[src/rtl/wb_bram_arb.sv]
// wb_bram_arb: two-master Wishbone classic arbiter driving one registered-read block RAM port.
// Locked bursts are honoured; ties are broken against the last master granted.
module wb_bram_arb #(
    parameter int          AW        = 9,
    parameter logic [31:0] BASE_ADDR = 32'h0000_0000
) (
    input  logic          sys_clk,
    input  logic          sys_rst,
    input  logic          m0_cyc_i,
    input  logic          m0_stb_i,
    input  logic          m0_we_i,
    input  logic [31:0]   m0_adr_i,
    input  logic [31:0]   m0_dat_i,
    input  logic [3:0]    m0_sel_i,
    output logic [31:0]   m0_dat_o,
    output logic          m0_ack_o,
    output logic          m0_err_o,
    input  logic          m1_cyc_i,
    input  logic          m1_stb_i,
    input  logic          m1_we_i,
    input  logic [31:0]   m1_adr_i,
    input  logic [31:0]   m1_dat_i,
    input  logic [3:0]    m1_sel_i,
    output logic [31:0]   m1_dat_o,
    output logic          m1_ack_o,
    output logic          m1_err_o,
    output logic          mem_en,
    output logic [3:0]    mem_we,
    output logic [AW-1:0] mem_addr,
    output logic [31:0]   mem_wdata,
    input  logic [31:0]   mem_rdata,
    output logic [1:0]    gnt
);
    typedef enum logic [1:0] {IDLE, ACC, RESP, LOCK} state_t;
    state_t      state;
    logic        cur;
    logic        last_gnt;
    logic        hit_r;
    logic [1:0]  ack_r;
    logic [1:0]  err_r;
    logic        req0;
    logic        req1;
    logic        pick;
    logic        sel_m;
    logic        cyc_g;
    logic        stb_g;
    logic        go_acc;
    logic        hit_s;
    logic        wr_s;
    logic [31:0] adr_s;
    logic [31:0] dat_s;
    logic [3:0]  sel_s;
    logic        unused_adr;
    assign req0  = m0_cyc_i & m0_stb_i;
    assign req1  = m1_cyc_i & m1_stb_i;
    assign pick  = (req0 & req1) ? ~last_gnt : req1;
    // In IDLE the access is loaded for the master being granted this edge.
    assign sel_m = (state == IDLE) ? pick : cur;
    assign adr_s = sel_m ? m1_adr_i : m0_adr_i;
    assign dat_s = sel_m ? m1_dat_i : m0_dat_i;
    assign sel_s = sel_m ? m1_sel_i : m0_sel_i;
    assign wr_s  = sel_m ? m1_we_i : m0_we_i;
    assign cyc_g = cur ? m1_cyc_i : m0_cyc_i;
    assign stb_g = cur ? m1_stb_i : m0_stb_i;
    assign hit_s = adr_s[31:AW+2] == BASE_ADDR[31:AW+2];
    assign go_acc = (state == IDLE) ? (req0 | req1)
                  : (state == RESP || state == LOCK) && cyc_g && stb_g;
    assign unused_adr = ^adr_s[1:0];
    always_ff @(posedge sys_clk or posedge sys_rst) begin
        if (sys_rst) begin
            state     <= IDLE;
            cur       <= 1'b0;
            last_gnt  <= 1'b1;
            gnt       <= 2'b00;
            hit_r     <= 1'b0;
            ack_r     <= 2'b00;
            err_r     <= 2'b00;
            mem_en    <= 1'b0;
            mem_we    <= 4'h0;
            mem_addr  <= '0;
            mem_wdata <= 32'h0;
        end else begin
            mem_en    <= go_acc & hit_s;
            mem_we    <= (go_acc & hit_s) ? (sel_s & {4{wr_s}}) : 4'h0;
            mem_addr  <= (go_acc & hit_s) ? adr_s[AW+1:2] : '0;
            mem_wdata <= (go_acc & hit_s) ? dat_s : 32'h0;
            hit_r     <= hit_s;
            ack_r     <= 2'b00;
            err_r     <= 2'b00;
            case (state)
                IDLE: begin
                    if (go_acc) begin
                        cur   <= pick;
                        gnt   <= pick ? 2'b10 : 2'b01;
                        state <= ACC;
                    end
                end
                ACC: begin
                    // An aborted cycle still lets the BRAM access finish but gets no termination.
                    if (cyc_g) begin
                        ack_r[cur] <= hit_r;
                        err_r[cur] <= ~hit_r;
                    end
                    state <= RESP;
                end
                default: begin
                    state <= go_acc ? ACC : cyc_g ? LOCK : IDLE;
                    if (!cyc_g) begin
                        gnt      <= 2'b00;
                        last_gnt <= cur;
                    end
                end
            endcase
        end
    end
    assign m0_ack_o = ack_r[0] & m0_cyc_i;
    assign m0_err_o = err_r[0] & m0_cyc_i;
    assign m1_ack_o = ack_r[1] & m1_cyc_i;
    assign m1_err_o = err_r[1] & m1_cyc_i;
    assign m0_dat_o = m0_ack_o ? mem_rdata : 32'h0;
    assign m1_dat_o = m1_ack_o ? mem_rdata : 32'h0;
endmodule

[config.mk]
export PLATFORM = sky130hd
export DESIGN_NAME = wb_bram_arb
export DESIGN_NICKNAME = d
export VERILOG_FILES = /design/src/rtl/wb_bram_arb.sv
export SDC_FILE = /design/constraint.sdc
export NUM_CORES = 1
export LEC_CHECK = 0
export CAP_MARGIN = 40
export CELL_PAD_IN_SITES_DETAIL_PLACEMENT = 0
export CELL_PAD_IN_SITES_GLOBAL_PLACEMENT = 1
export CORE_ASPECT_RATIO = 0.8
export CORE_MARGIN = 10
export CORE_UTILIZATION = 22
export CTS_CLUSTER_DIAMETER = 80
export DETAILED_ROUTE_END_ITERATION = 6
export PLACE_DENSITY = 0.89
export SYNTH_ARGS = -nofsm -noshare
export SYNTH_HDL_FRONTEND = slang
export SYNTH_SLANG_ARGS = --single-unit
[constraint.sdc]
create_clock -name sys_clk -period 3.63 [get_ports sys_clk]
set_input_delay 0.726 -clock sys_clk [delete_from_list [all_inputs] [get_ports sys_clk]]
set_output_delay 0.726 -clock sys_clk [all_outputs]
set_load 0.03 [all_outputs]
==> impl_metrics.yaml, run 1 <==
cells_and_area:
  fillers: 1313
  nNetsFinal: 805
  diodes: 0
  drive_gt1_share_pct: 6.48
  syn2layout_area_growth_pct: 106
  fin_area_um2: 6620
synth:
  avgSynthCellArea_um2: 8.86
  netlist_area_um2: 3210
  synth-seq-cells: 57
  yosysWarnings: 0
  ys_top_cells_by_count: "nand4_1, and3_1, dfrtp_1, a21oi_1, clkbuf_1"
  synth_edf_count: 0
  synthTopCellsByArea: "dfrtp_1, nand4_1, and3_1, a21oi_1, clkbuf_1"
  synth.largest_area_cell: "dfrtp_1"
  synth_cells: 362
  synth_ff_type: "dfrtp_1"
  async_flop_share_pct: 100
  yosysSeqAreaShare_pct: 44.5
  yosysMostFrequentCell: "nand4_1"
  synth_cell_type_count: 34
  synth_top_area_share_pct: 43.7
  syn_nets: 538
routing:
  wl_um: 16800
  routed_via_density: 4.97
  ant_nets: 0
  vias: 4063
  drc: 0
  drt_iter0_markers: 221
  wl_per_cell_um: 20.6
  first_pass_iters: 4
worst_hold_path:
  hold_class: "reg2reg"
pwr:
  p_sw_uw: 814
  ir_drop_uv: 228
  seq_power_share_pct: 29.8
  clock_power_share_pct: 36.2
  p_leak_uw: 0.00273
  p_int_uw: 1620
  power.density_nw_per_um2: 367
  switching_share_pct: 33.5
  p_comb_share_pct: 34.1
clock_network:
  htree_num_levels: 3
  cts_tree: "built"
  post_cts_buffers: 0
  clk_latency_ns: 0.32
  cts_made_buffers: 9
  cts_sinks: 57
  clockRootBuffer: "clkbuf_16"
  clkTransAtPathRegs_ns: 0.05
  post_cts_resized: 0
  cts_hold_buf: 0
  clockBufferDepth: 2
timing:
  maxSlewHeadroom_pct: 46.6
  finalClockSkew_ns: 0.00751
  slew_violations: 0
  post-route-min-period_ns: 3.18
  worstMarginPinSlew_ns: 0.800
  setup_viol: 0
  rsz0062_at_grt: "no"
  finalSetupTns_ns: 0
  period_share_pct: 87.7
  hold_violations: 0
  max_freq_ghz: 0.314
worst_setup_path:
  slowest_stage: "clkdlybuf4s50_1"
  path_cells: "clkdlybuf4s50_1, buf_12, and3_1, clkdlybuf4s50_1"
  crit_top_cell: "clkdlybuf4s50_1"
  crit_family: "buffers and inverters"
  end_kind: "primary output"
  max_stage_delay_ns: 0.69
  crit_type: "in2out"
  critPathLaunchType: "primary input"
  cp_max_fo: 33
  crit_buf_inv: 3
  arrival_ns: 2.46
  crit_required_ns: 2.90
global_route:
  grt_pass1_wl_um: 25500
  gr-total-overflow: 0
  grt_pass1_vias: 4394
  grt_start_max_net_pins: 42
  antenna_found_initial: 0
  gr-usage-all-layers_pct: 16.0
placed_design:
  dp_hpwl_um: 13300
  routabilityCongestion: 0.862
  placed_area_um2: 6300
  place.port_buffers: 287
die:
  start_util_pct: 22.4
  core_area_um2: 14300
  die_w_um: 155
  rows: 39
  die_area_um2: 19800
  die_h_um: 128
  io-pin-count: 292
run_status:
  status: "completed"
job:
  maxCapViolCount: 0
## routing by layer
metal	track usage (%)	up-vias	part of all wire [%]
met5	0	-	0
met4	3.44	0	1.0
met3	5.23	12	7.1
met2	29.1	168	54
met1	17.7	1958	38
li1	-	1925	-
## sequential cells by signal (all words and copies together), names as in the netlist, 2 cells and up
name / cells
mem_addr: 9
state: 2
err_r: 2
mem_wdata: 32
gnt: 2
mem_we: 4
ack_r: 2
## placed cells by master (no fill, tap or decap), types with 3 or more instances in the layout
cell type        synthesis  routed
and2_1                   4       4
nor4_1                   6       6
mux2i_1                  5       5
buf_4                    0      14
a2111oi_1                4       4
and3_1                  67      67
clkbuf_16                0       9
clkbuf_8                 0       4
buf_12                   0       3
nor2_1                   5       5
nand2_1                  7       7
o21ai_0                  3       3
inv_1                    6       5
nand4_1                 82      82
dfrtp_1                 56      56
clkdlybuf4s50_1          0     287
a21oi_1                 44      44
nand3_1                  3       3
## per-stage QoR
step                utilization (%)  total power (uW)  worst slack, ns  instances  hold WS [ns]
global placement               43.9              1530            0.479        801         0.440
global route                   46.3              2550            0.381        817         0.494
finish                         46.3              2430            0.446        817         0.464
floorplan                         -              1140             1.39        362         0.416
detailed placement             44.1              1560            0.466        802         0.463
CTS                            46.3              2460            0.451        817         0.469
## cell families after synthesis
| kind of cell | count (synthesis) | synth area share (%) |
|---|---|---|
| mux | 6 | 1.91 |
| buf+inv | 54 | 6.55 |
| flops | 57 | 44.5 |
| simple gates | 184 | 35.3 |
| compound gates | 61 | 11.7 |
## layout make-up
type / instances / area (um2) / area share (%)
inverters: 6 / 22.5 / 0.340
clock inverters: 2 / 35.0 / 0.529
multi-input cells: 251 / 1590 / 24.0
flip-flops and latches: 57 / 1430 / 21.6
clock buffers: 13 / 280 / 4.23
well taps: 184 / 230 / 3.48
repair buffers: 304 / 3040 / 45.9
## worst reg2reg max path, stage by stage (launching register included)
cell and delay (ns):
dfrtp_1 0.51, o21ai_1 0.34, o41a_2 0.50, nand3_1 0.29, a2111oi_1 0.45
## worst paths after layout
check / start / end / slack (ns) / cells past startpoint
worst max-delay path: m1_cyc_i / m1_dat_o[7] / 0.45 / 4
worst min-delay path: hit_r / err_r[1] / 0.46 / 1
worst max register to register: state[1] / mem_we[3] / 1.41 / 4
worst min register to register: hit_r / err_r[1] / 0.46 / 1
max in group asynchronous: sys_rst / mem_we[3] / 2.26 / 4
min in group asynchronous: sys_rst / mem_addr[4] / 0.63 / 2
## power by group through the flow
stage	clock network [uW]	logic (uW)	registers [uW]
after global routing	934	888	729
after CTS	904	830	723
after global placement	0	804	729
final	878	827	723
after floorplan	0	419	725
after detailed placement	0	828	733
Power figures use the tool's default switching activity.
==> run 2: changes to the inputs <==
--- a/config.mk
+++ b/config.mk
@@ -11,7 +11,7 @@
 export CORE_ASPECT_RATIO = 0.8
 export CORE_MARGIN = 10
 export CORE_UTILIZATION = 22
-export CTS_CLUSTER_DIAMETER = 80
+export CTS_CLUSTER_DIAMETER = 50
 export DETAILED_ROUTE_END_ITERATION = 6
 export PLACE_DENSITY = 0.89
 export SYNTH_ARGS = -nofsm -noshare
==> results of run 2 <==
Same layout as run 1: the final DEF is identical, and so are final timing and power.
